`src/rtl/branch_comp_pkg.sv`:
```
// Shared RV32I B-type funct3 encodings, used by the branch comparator, decoder and ALU.
package branch_comp_pkg;

  localparam logic [2:0] F3_BEQ  = 3'b000;
  localparam logic [2:0] F3_BNE  = 3'b001;
  localparam logic [2:0] F3_BLT  = 3'b100;
  localparam logic [2:0] F3_BGE  = 3'b101;
  localparam logic [2:0] F3_BLTU = 3'b110;
  localparam logic [2:0] F3_BGEU = 3'b111;

  // 010 and 011 have no branch meaning in the B-type space.
  function automatic logic f3_reserved(input logic [2:0] f3);
    return (f3 == 3'b010) || (f3 == 3'b011);
  endfunction

endpackage

```
`src/rtl/branch_cmp_core.sv`:
```
// Operand comparator: equality, signed less-than and unsigned less-than.
module branch_cmp_core #(
  parameter int unsigned XLEN = 32
) (
  input  logic [XLEN-1:0] op1,
  input  logic [XLEN-1:0] op2,
  output logic            eq,
  output logic            lt,
  output logic            ltu
);

  always_comb begin
    eq  = (op1 == op2);
    lt  = ($signed(op1) < $signed(op2));
    ltu = (op1 < op2);
  end

endmodule

```
`src/rtl/branch_comp.sv`:
```
// EX-stage conditional-branch decision: combinational taken flag for PC select,
// plus a registered copy for pipeline/trace use.
module branch_comp
  import branch_comp_pkg::*;
#(
  parameter int unsigned XLEN = 32
) (
  input  logic            clk,
  input  logic            rst,
  input  logic [XLEN-1:0] op1,
  input  logic [XLEN-1:0] op2,
  input  logic [2:0]      funct3,
  output logic            branch_taken,
  output logic            eq,
  output logic            lt,
  output logic            ltu,
  output logic            illegal_funct3,
  output logic            branch_taken_q
);

  branch_cmp_core #(
    .XLEN(XLEN)
  ) u_core (
    .op1 (op1),
    .op2 (op2),
    .eq  (eq),
    .lt  (lt),
    .ltu (ltu)
  );

  // Reserved and unknown funct3 values fall to the default: not taken.
  always_comb begin
    branch_taken   = 1'b0;
    illegal_funct3 = f3_reserved(funct3);
    case (funct3)
      F3_BEQ:  branch_taken = eq;
      F3_BNE:  branch_taken = !eq;
      F3_BLT:  branch_taken = lt;
      F3_BGE:  branch_taken = !lt;
      F3_BLTU: branch_taken = ltu;
      F3_BGEU: branch_taken = !ltu;
      default: branch_taken = 1'b0;
    endcase
  end

  always_ff @(posedge clk or posedge rst) begin
    if (rst) begin
      branch_taken_q <= 1'b0;
    end else begin
      branch_taken_q <= branch_taken;
    end
  end

endmodule

```
`config.mk`:
```
export PLATFORM = sky130hd
export DESIGN_NAME = branch_comp
export DESIGN_NICKNAME = d
export VERILOG_FILES = /design/src/rtl/branch_comp_pkg.sv /design/src/rtl/branch_cmp_core.sv /design/src/rtl/branch_comp.sv
export SDC_FILE = /design/constraint.sdc
export NUM_CORES = 1
export LEC_CHECK = 0
export ABC_AREA = 1
export BUFFER_PORTS_ARGS = -buffer_cell sky130_fd_sc_hd__buf_2
export CORE_MARGIN = 5
export CORE_UTILIZATION = 45
export DETAILED_ROUTE_END_ITERATION = 10
export PLACE_DENSITY = 0.87
export SYNTH_ARGS = -nofsm -noshare
export SYNTH_HDL_FRONTEND = slang
export SYNTH_SLANG_ARGS = --single-unit
```
`constraint.sdc`:
```
create_clock -name clk -period 5.7 [get_ports clk]
set_input_delay 1.14 -clock clk [delete_from_list [all_inputs] [get_ports clk]]
set_output_delay 1.14 -clock clk [all_outputs]
set_load 0.03 [all_outputs]
```
# == Word-level counts from Yosys, hierarchy flattened ==
# Index checks and enable logic that the tools add are counted.
# op_classes
magnitude_cmp,2
eq_ne,8
n_mux,1
n_reduce_logical,5
# ops
op,n
$lt 32x32->1,2
$eq 32x32->1,1
$eq 3x3->1 const B,4
$eq 3x2->1 const B,2
$pmux 1 s6,1
$eq 3x1->1 const B,1
$logic_not 1->1,3
$logic_not 3->1,1
$logic_or 1x1->1,1
# totals
regBits,1
input_bits,69

# == Longest topological paths before layout ==
# Gate-level depths: netlist (run 1).
# depth
ltp_word,3
ltp_mapped,17
ltp_nobuf,17

# == By module ==
# From an unflattened synthesis (run 1), not the netlist that was laid out.
# hier_totals
hier_cells,166
area_unflattened_um2,997.2
# by_module_without_submodules
module,instances,cells_each,area_each_um2
branch_cmp_core,1,147,895.9
branch_comp,1,19,101.3

# == Worst setup path before layout (run 1) ==
# No wires, ideal clock.
# synth_path
kind,input port to output port
from,in op2[17]
to,out branch_taken
arrival_ns,2.605
required_ns,4.560
path_slack_ns,1.955
cell_stages,13
path_cell_list,inv_1 ha_1 nand2_1 nand2_1 nand2_1 nand2_1 nand2_1 nand3_1 a21oi_2 nand3_1 nand2_2 nand2_1 nand3_1
# synth_via
elab_chain_cells,3
word_cells_on_any_way,7
cone_classes,2 x order compare; 1 x eq/ne; 1 x mux; 3 x reduce/logical
# synth_rtl
element,line,source
from (decl),branch_comp.sv:11,"input logic [XLEN-1:0] op2,"
$lt 32x32->1 (*),branch_cmp_core.sv:14,lt = ($signed(op1) < $signed(op2));
via lt,branch_comp.sv:15,"output logic lt,"
$logic_not 1->1,branch_comp.sv:39,F3_BGE: branch_taken = !lt;
$pmux 1 s6 (*),branch_comp.sv:35,case (funct3)
to (decl),branch_comp.sv:13,"output logic branch_taken,"
# The timed path passes the listed nets; every way through them passes the cells marked *.

# == Final worst setup path (run 1) ==
# layout_path
from,in op1[17]
to,out branch_taken
# layout_via
elab_chain_cells,3
word_cells_on_any_way,7
cone_classes,2 x order compare; 1 x eq/ne; 1 x mux; 3 x reduce/logical
# layout_rtl
element,line,source
from (decl),branch_comp.sv:10,"input logic [XLEN-1:0] op1,"
$lt 32x32->1 (tied with other cells),branch_cmp_core.sv:15,ltu = (op1 < op2);
$logic_not 1->1 (on tied branches),"branch_comp.sv:41, branch_comp.sv:37, branch_comp.sv:39",
$pmux 1 s6 (*),branch_comp.sv:35,
# Every way passes the cells marked *; elsewhere a longest branch is shown, timed or not.

==> metrics.cfg, run 1 <==
[cells_and_area]
register_with_the_highest_flop_count = branch_taken_q
post-route-util = 0.656
fillCellCount = 231
syn_to_final_growth_pct = 38.8
seq_area_um2 = 25.0
largest_reg_flops = 1
drive_gt1_frac = 0.367
number_of_antenna_cells_inserted = 0
finalNetCount = 348
multi_input_comb_area_um2 = 842
layout_top_registers = branch_taken_q x1

[grt]
grt_max_degree = 6
gr-usage-all-layers = 0.121
grt_first_pass_wirelength_mm = 3.48
grt_pass1_vias = 948
grt_antenna_before_repair = 0
gr-total-overflow = 0

[drt]
num_vias = 1194
dr.first_iter.drc_count = 20
route.detailed.drc = 0
vias_per_cell = 4.37
detail_route.wirelength_mm = 2.31
drtAntennaViolNets = 0
dr.pass1.iters = 2
drt-wirelength-per-cell_um = 8.44

[synthesis]
yosysSeqAreaShare = 0.0240
synth_top_area_frac = 0.383
netlist-cell-type-count = 22
syn_avg_cell_area_um2 = 6.11
synthCells = 171
ys_top_cells_by_area = sky130_fd_sc_hd__ha_1 (38%), sky130_fd_sc_hd__inv_1 (16%), sky130_fd_sc_hd__nand2_1 (14%)
post_synth_top_area_cell = sky130_fd_sc_hd__ha_1
synth_area_mm2 = 0.00104
synth_nets = 272
ys_ff_latch = 1
synth.yosys.warnings = 0

[status]
run_status = finished clean

[sta]
tightest_slew_ns = 0.166
setup_tns_ns = 0
setup_repair_after_global_routing_missed_its_margin = no
final_hold_viol_count = 0
layout_worst_path_cycle_share = 0.668
final_slew_violations = 0
max_clock_freq_mhz = 262
setup_viol = 0
final.min_clock_period_ns = 3.81
slew_headroom = 0.888

[setup_path]
setup.worst_path.class = input port to output pin
cp_data_required_time_ns = 4.56
critical_path.startpoint_type = input port
path_max_fanout = 3
timing.critical_path.arrival_ns = 2.67
timing.critical_path.to_type = output pin

[power]
peak_supply_drop_mv = 0.0606
power.static_leakage_nw = 0.999
p_per_area_mw_per_mm2 = 74.9

[place]
port_buffers = 74
finalWeightedCongestion = 0.744
hpwl_mm = 2.27

[floorplan]
design.portCount = 75
floorplan.die.width_um = 58.2
fp-row-count = 17
start_util = 0.472
floorplan.die_area_mm2 = 0.00339
core-area_mm2 = 0.00221
die-height_um = 58.2

[clock_network]
cts_repair_resize_count = 0
cts_hold_repair.buffers = 0
cts.reportedPaths.clkPinSlew_ns = 0
post_cts_buffers = 0

[job]
drv_cap = 0

[worst_hold_path]
worst_min_path_class = input port to async pin

==> layer usage <==
layer | part of all wire | up-vias | track usage
met2 | 0.47 | 41 | 0.227
met1 | 0.42 | 471 | 0.150
li1 | - | 682 | -
met4 | 0 | 0 | 0.00662
met5 | 0 | - | 0
met3 | 0.11 | 0 | 0.0200
==> final cells by class <==
cell class,instances,share of cell area
inverters,47,0.123
multi-input cells,123,0.581
flip-flops and latches,1,0.0173
repair buffers,74,0.255
well taps,28,0.0242
==> kinds of logic after synthesis <==
logic type / Yosys count / share of synthesized area
and+or+nand+nor: 73 / 0.323
AOI/OAI and AO/OA: 18 / 0.0994
adders and majority gates: 32 / 0.383
buffers and inverters: 47 / 0.170
DFF: 1 / 0.0239
==> cells in the mapped netlist (all sizes together) <==
cell type	count
inv	45
dfrtp	1
clkinv	2
o21a	1
ha	32
nand3	7
nand2	46
a21oi	13
o21ai	3
nor2	16
a21o	1
nor3	2
nand4	2
==> worst paths after layout <==
check | start | end | slack (ns)
setup / recovery | op1[17] | branch_taken | 1.89
hold / removal | rst | branch_taken_q | 0.98
max in group asynchronous | rst | branch_taken_q | 4.63
min in group clk | funct3[1] | branch_taken_q | 1.53
==> layout by cell type (no fill, tap or decap), drive strengths merged <==
cell     n
clkinv   2
nand3    7
a21o     1
nor2    16
o21a     1
ha      32
a21oi   13
nand4    2
o21ai    3
nand2   46
buf     74
dfrtp    1
nor3     2
inv     45
==> metrics by stage <==
| step | setup WS [ns] | cell area [um2] | total power [mW] | cells | hold WS, ns |
|---|---|---|---|---|---|
| after CTS | 1.87 | 1450 | 0.110 | 273 | 0.979 |
| after floorplan | 1.96 | 1040 | 0.0720 | 171 | 0.869 |
| final | 1.89 | 1450 | 0.109 | 273 | 0.976 |
| after global placement | 1.90 | 1450 | 0.107 | 273 | 0.973 |
| after global routing | 1.65 | 1450 | 0.124 | 273 | 0.990 |
| after detailed placement | 1.87 | 1450 | 0.110 | 273 | 0.978 |
==> worst max-delay path, cell delays in order <==
cell and delay [ns]:
sky130_fd_sc_hd__buf_2 0.10, sky130_fd_sc_hd__ha_1 0.33, sky130_fd_sc_hd__nand2_1 0.07, sky130_fd_sc_hd__nand2_1 0.04
sky130_fd_sc_hd__nand2_1 0.05, sky130_fd_sc_hd__nand2_1 0.05, sky130_fd_sc_hd__nand2_1 0.06, sky130_fd_sc_hd__nand3_1 0.09
sky130_fd_sc_hd__a21oi_2 0.19, sky130_fd_sc_hd__nand3_1 0.13, sky130_fd_sc_hd__nand2_2 0.09, sky130_fd_sc_hd__nand2_1 0.05
sky130_fd_sc_hd__nand3_1 0.09, sky130_fd_sc_hd__buf_2 0.20
==> report_power, final <==
part | switching [mW] | leakage, nW | internal, mW
clock | 0 | 0 | 0
sequential | 0.000215 | 0.0125 | 0.00820
combinational | 0.0542 | 0.986 | 0.0459
total | 0.0545 | 0.999 | 0.0541
No activity file was read; power rests on OpenSTA's default activity.
==> inputs of run 2 (changes only) <==
--- a/config.mk
+++ b/config.mk
@@ -8,9 +8,9 @@
 export ABC_AREA = 1
 export BUFFER_PORTS_ARGS = -buffer_cell sky130_fd_sc_hd__buf_2
 export CORE_MARGIN = 5
-export CORE_UTILIZATION = 45
+export CORE_UTILIZATION = 41
 export DETAILED_ROUTE_END_ITERATION = 10
-export PLACE_DENSITY = 0.87
+export PLACE_DENSITY = 0.81
 export SYNTH_ARGS = -nofsm -noshare
 export SYNTH_HDL_FRONTEND = slang
 export SYNTH_SLANG_ARGS = --single-unit
==> constraint.sdc (replaced) <==
create_clock -name clk -period 3.7 [get_ports clk]
set_input_delay 0.74 -clock clk [delete_from_list [all_inputs] [get_ports clk]]
set_output_delay 0.74 -clock clk [all_outputs]
set_load 0.03 [all_outputs]
==> run 2 against run 1 <==
  * Sequential share of layout area hardly changed
  * Global-route usage increased by 0.41 points
  * Sequential power increased by 53%
  * Critical path depth did not move
  * Combinational power grew 54%
  * Via count increased by 1.2%
  * Total power grew 54%
==> metrics.cfg, run 2 (same netlist as run 1, synthesis figures left out) <==
[floorplan]
floorplan.die_area_mm2 = 0.00366  ; was 0.00339 mm2
fp-row-count = 18  ; was 17
design.portCount = 75  ; unchanged
die-height_um = 60.5  ; was 58.2 um
start_util = 0.426  ; was 0.472
core-area_mm2 = 0.00245  ; was 0.00221 mm2
floorplan.die.width_um = 60.5  ; was 58.2 um

[cells_and_area]
fin_area_mm2 = 0.00145  ; about the same
finalNetCount = 348  ; unchanged
layout.cells.most_common_list = sky130_fd_sc_hd__buf_2 (74), sky130_fd_sc_hd__inv_1 (44), sky130_fd_sc_hd__nand2_1 (40)  ; unchanged
largest_reg_flops = 1  ; unchanged
register_with_the_highest_flop_count = branch_taken_q  ; unchanged
drive_gt1_frac = 0.367  ; unchanged
number_of_antenna_cells_inserted = 0  ; unchanged
layout_top_registers = branch_taken_q x1  ; unchanged
syn_to_final_growth_pct = 39.0  ; was 38.8%
leading_cell_type_in_the_layout_fill_and_taps_excluded = sky130_fd_sc_hd__buf_2  ; unchanged

[sta]
final.min_clock_period_ns = 3.04
setup_viol = 0  ; unchanged
final_hold_viol_count = 0  ; unchanged
slew_headroom = 0.875  ; was 0.888
max_clock_freq_mhz = 328
setup_tns_ns = 0  ; unchanged
setup_repair_after_global_routing_missed_its_margin = no  ; unchanged
final_slew_violations = 0  ; unchanged
tightest_slew_ns = 0.187  ; was 0.166 ns
layout_worst_path_cycle_share = 0.823

[drt]
vias_per_cell = 4.39  ; was 4.37
dr.pass1.iters = 3  ; was 2
detail_route.wirelength_mm = 2.35  ; was 2.31 mm
drt-wirelength-per-cell_um = 8.54  ; was 8.44 um
drtAntennaViolNets = 0  ; unchanged
route.detailed.drc = 0  ; unchanged
num_vias = 1208  ; was 1194
dr.first_iter.drc_count = 8  ; was 20

[setup_path]
crit_chain = buf_2 -> ha_1 -> nand2_1 -> nand2_1 -> nand2_1 -> nand2_1 -> nand2_1 -> nand3_1 -> a21oi_2 -> nand3_1 -> nand2_2 -> nand2_1 -> nand3_1 -> buf_2  ; unchanged
path_max_fanout = 3  ; unchanged
critical_path.startpoint_type = input port  ; unchanged
crit_path_top_delay_cell = sky130_fd_sc_hd__ha_1  ; unchanged
cp_data_required_time_ns = 2.96  ; was 4.56 ns
cpPeakStageDelay_ns = 0.33  ; about the same
crit_path_top_cell_by_count = sky130_fd_sc_hd__nand2_1  ; unchanged
timing.critical_path.to_type = output pin  ; unchanged
timing.critical_path.arrival_ns = 2.30  ; was 2.67 ns
setup.worst_path.class = input port to output pin  ; unchanged

[power]
power.static_leakage_nw = 0.999  ; unchanged
sequentialPowerShare = 0.077  ; about the same
switching_share_of_power = 0.501  ; about the same
p_per_area_mw_per_mm2 = 115  ; was 74.9 mW/mm2
power.total_mw = 0.167  ; was 0.109 mW
p_sw_mw = 0.0839  ; was 0.0545 mW
peak_supply_drop_mv = 0.0758  ; was 0.0606 mV
share_clk_of_total_power = 0  ; about the same
comb_power_share = 0.923  ; about the same
internal_power_mw = 0.0834  ; was 0.0541 mW

[place]
detailed_place.area_mm2 = 0.00145  ; about the same
hpwl_mm = 2.30  ; was 2.27 mm
finalWeightedCongestion = 0.836  ; was 0.744
port_buffers = 74  ; unchanged

[clock_network]
cts.reportedPaths.clkPinSlew_ns = 0  ; about the same
cts_hold_repair.buffers = 0  ; unchanged
post_cts_buffers = 0  ; unchanged
cts_repair_resize_count = 0  ; unchanged

[worst_hold_path]
worst_min_path_class = input port to async pin  ; unchanged

[grt]
grt_max_degree = 6  ; unchanged
grt_pass1_vias = 1144  ; was 948
grt_antenna_before_repair = 0  ; unchanged
gr-total-overflow = 0  ; unchanged
gr-usage-all-layers = 0.125  ; was 0.121
grt_first_pass_wirelength_mm = 3.90  ; was 3.48 mm

[job]
drv_cap = 0  ; unchanged

[status]
run_status = finished clean  ; unchanged

run 2: cell counts in the layout (fill, tap and decap cells not counted):
No cell type changed its count.
run 2: final cells by class:
| class | count | area (um2) |
|---|---|---|
| multi-input cells | 123 | 842 |
| well taps | 30 | 37.5 |
| fillers | 248 | 1000 |
| flip-flops and latches | 1 | 25.0 |
| repair buffers | 74 | 370 |
| inverters | 47 | 178 |
run 2: path summary, 6_finish.rpt:
path | from | end | slack (ns) | cells after the start
setup / recovery | op1[17] | branch_taken | 0.66 | 14
hold / removal | rst | branch_taken_q | 0.58 | 2
max in group asynchronous | rst | branch_taken_q | 3.03 | 2
min in group clk | funct3[1] | branch_taken_q | 1.12 | 4
run 2: metal layers:
metal | up-vias | wire length [um] | GRT usage
met4 | 0 | 0 | 0
met1 | 493 | 933 | 0.153
met5 | - | 0 | 0
met3 | 0 | 269 | 0.0255
met2 | 37 | 1150 | 0.239
li1 | 678 | - | -
run 2: critical path, delay by kind of cell:
kind | cells | cell delay [ns]
AOI/OAI and AO/OA | 1 | 0.21
adders and majority gates | 1 | 0.33
buffers and inverters | 2 | 0.30
and+or+nand+nor | 10 | 0.72
run 2: metrics by stage:
| step | hold WS (ns) | cells | setup slack (ns) | util |
|---|---|---|---|---|
| global placement | 0.576 | 275 | 0.698 | 0.592 |
| finish | 0.577 | 275 | 0.656 | 0.592 |
| detailed placement | 0.579 | 275 | 0.638 | 0.592 |
| CTS | 0.579 | 275 | 0.639 | 0.592 |
| floorplan | 0.469 | 171 | 0.755 | - |
| global route | 0.590 | 275 | 0.471 | 0.592 |
run 2: power groups by stage:
| stage | clock (mW) | combinational (mW) | sequential (mW) |
|---|---|---|---|
| after floorplan | 0 | 0.0947 | 0.0162 |
| after global routing | 0 | 0.180 | 0.0130 |
| after CTS | 0 | 0.157 | 0.0130 |
| final | 0 | 0.154 | 0.0129 |
| after detailed placement | 0 | 0.157 | 0.0130 |
| after global placement | 0 | 0.153 | 0.0130 |
==> inputs of run 3 (changes only) <==
==> constraint.sdc (replaced) <==
create_clock -name clk -period 3.1 [get_ports clk]
set_input_delay 0.62 -clock clk [delete_from_list [all_inputs] [get_ports clk]]
set_output_delay 0.62 -clock clk [all_outputs]
set_load 0.03 [all_outputs]
==> run 3 against run 2 <==
  * Combinational power increased by 19%
  * Sequential share of layout area unchanged
  * Via count decreased by 0.83%
  * Sequential cell count stayed put
  * Final area stayed put
  * Largest cell class unchanged
==> metrics.cfg, run 3 (same netlist as run 1, synthesis figures left out) <==
[clock_network]
post_cts_buffers = 0  ; unchanged
cts_hold_repair.buffers = 0  ; unchanged
cts_repair_resize_count = 0  ; unchanged
cts.reportedPaths.clkPinSlew_ns = 0  ; about the same

[drt]
route.detailed.drc = 0  ; unchanged
num_vias = 1198  ; was 1208
vias_per_cell = 4.36  ; was 4.39
drtAntennaViolNets = 0  ; unchanged
drt-wirelength-per-cell_um = 8.25  ; was 8.54 um
detail_route.wirelength_mm = 2.27  ; was 2.35 mm
dr.first_iter.drc_count = 10  ; was 8
dr.pass1.iters = 2  ; was 3

[floorplan]
floorplan.die_area_mm2 = 0.00366  ; unchanged
die-height_um = 60.5  ; unchanged
fp-row-count = 18  ; unchanged
design.portCount = 75  ; unchanged
floorplan.die.width_um = 60.5  ; unchanged
core-area_mm2 = 0.00245  ; unchanged
start_util = 0.426  ; unchanged

[sta]
tightest_slew_ns = 0.170  ; was 0.187 ns
final.min_clock_period_ns = 2.79
max_clock_freq_mhz = 359
final_hold_viol_count = 0  ; unchanged
final_slew_violations = 0  ; unchanged
setup_repair_after_global_routing_missed_its_margin = no  ; unchanged
setup_viol = 0  ; unchanged
slew_headroom = 0.886  ; was 0.875
layout_worst_path_cycle_share = 0.899
setup_tns_ns = 0  ; unchanged

[grt]
grt_max_degree = 6  ; unchanged
gr-usage-all-layers = 0.120  ; was 0.125
grt_antenna_before_repair = 0  ; unchanged
gr-total-overflow = 0  ; unchanged
grt_pass1_vias = 1091  ; was 1144
grt_first_pass_wirelength_mm = 3.73  ; was 3.90 mm

[power]
p_sw_mw = 0.0990  ; was 0.0839 mW
share_clk_of_total_power = 0  ; about the same
switching_share_of_power = 0.499  ; was 0.501
peak_supply_drop_mv = 0.0938  ; was 0.0758 mV
internal_power_mw = 0.0995  ; was 0.0834 mW
power.static_leakage_nw = 0.999  ; unchanged
sequentialPowerShare = 0.078  ; was 0.077
p_per_area_mw_per_mm2 = 137  ; was 115 mW/mm2
comb_power_share = 0.922  ; was 0.923

[setup_path]
worst-path-buf-inv = 3  ; was 2
crit_chain = buf_2 -> ha_1 -> nand2_1 -> inv_2 -> nand2_1 -> nand2_1 -> nand2_1 -> nand3_1 -> a21oi_2 -> nand3_1 -> nand2_2 -> nand2_1 -> nand3_1 -> buf_2  ; was buf_2 -> ha_1 -> nand2_1 -> nand2_1 -> nand2_1 -> nand2_1 -> nand2_1 -> nand3_1 -> a21oi_2 -> nand3_1 -> nand2_2 -> nand2_1 -> nand3_1 -> buf_2
setup.worst_path.class = input port to output pin  ; unchanged
timing.critical_path.to_type = output pin  ; unchanged
cp_data_required_time_ns = 2.48  ; was 2.96 ns
crit_path_top_cell_by_count = sky130_fd_sc_hd__nand2_1  ; unchanged
cpPeakStageDelay_ns = 0.30  ; was 0.33 ns
critPathTopFamily = simple AND/OR/NAND/NOR gates  ; unchanged
path_depth = 14  ; unchanged
path_max_fanout = 3  ; unchanged
crit_path_top_delay_cell = sky130_fd_sc_hd__ha_1  ; unchanged
timing.critical_path.arrival_ns = 2.17  ; was 2.30 ns
critical_path.startpoint_type = input port  ; unchanged

[cells_and_area]
leading_cell_type_in_the_layout_fill_and_taps_excluded = sky130_fd_sc_hd__buf_2  ; unchanged
fillCellCount = 240  ; was 248
drive_gt1_frac = 0.367  ; unchanged
number_of_antenna_cells_inserted = 0  ; unchanged
register_with_the_highest_flop_count = branch_taken_q  ; unchanged
layout.cells.most_common_list = sky130_fd_sc_hd__buf_2 (74), sky130_fd_sc_hd__inv_1 (44), sky130_fd_sc_hd__nand2_1 (40)  ; unchanged
post-route-util = 0.592  ; unchanged
largest_reg_flops = 1  ; unchanged
layout_top_registers = branch_taken_q x1  ; unchanged
finalNetCount = 348  ; unchanged
syn_to_final_growth_pct = 39.0  ; unchanged
layoutNonFillerInstCount = 275  ; unchanged

[job]
drv_cap = 0  ; unchanged

[place]
port_buffers = 74  ; unchanged
place.detailed.instances = 275  ; unchanged
hpwl_mm = 2.23  ; was 2.30 mm
finalWeightedCongestion = 0.837  ; was 0.836

[status]
run_status = finished clean  ; unchanged

[worst_hold_path]
worst_min_path_class = input port to async pin  ; unchanged

[run 3: cell counts in the layout (fill, tap and decap cells not counted)]
Identical to the previous run, type by type.
[run 3: cell type report]
class,count,area (um2),area share
inverter,47,178,0.122
multi-input combinational,123,842,0.580
sequential,1,25.0,0.0172
tap,30,37.5,0.0258
timing repair buffer,74,370,0.255
[run 3: final timing paths]
kind,startpoint,end,slack [ns]
max in group asynchronous,rst,branch_taken_q,2.55
worst max-delay path,op1[19],branch_taken,0.31
worst min-delay path,rst,branch_taken_q,0.46
min in group clk,funct3[1],branch_taken_q,1.01
[run 3: stage by stage]
step	setup slack [ns]	power (mW)	cell area, um2	hold WS [ns]
floorplan	0.395	0.132	1040	0.349
global placement	0.338	0.198	1450	0.456
detailed placement	0.293	0.201	1450	0.459
CTS	0.289	0.203	1450	0.460
global route	0.0967	0.229	1450	0.481
finish	0.313	0.199	1450	0.457
[run 3: power groups by stage]
stage / logic [mW] / clock network (mW) / registers (mW)
CTS: 0.187 / 0 / 0.0155
floorplan: 0.113 / 0 / 0.0194
finish: 0.183 / 0 / 0.0155
global route: 0.213 / 0 / 0.0157
global placement: 0.182 / 0 / 0.0156
detailed placement: 0.186 / 0 / 0.0155
[run 3: layer usage]
metal | routed length, um | vias to the layer above | part of all wire | track usage
met5 | 0 | - | 0 | 0
met4 | 0 | 0 | 0 | 0.00619
met3 | 269 | 0 | 0.12 | 0.0191
met2 | 1100 | 39 | 0.48 | 0.227
met1 | 904 | 480 | 0.40 | 0.148
li1 | - | 679 | - | -
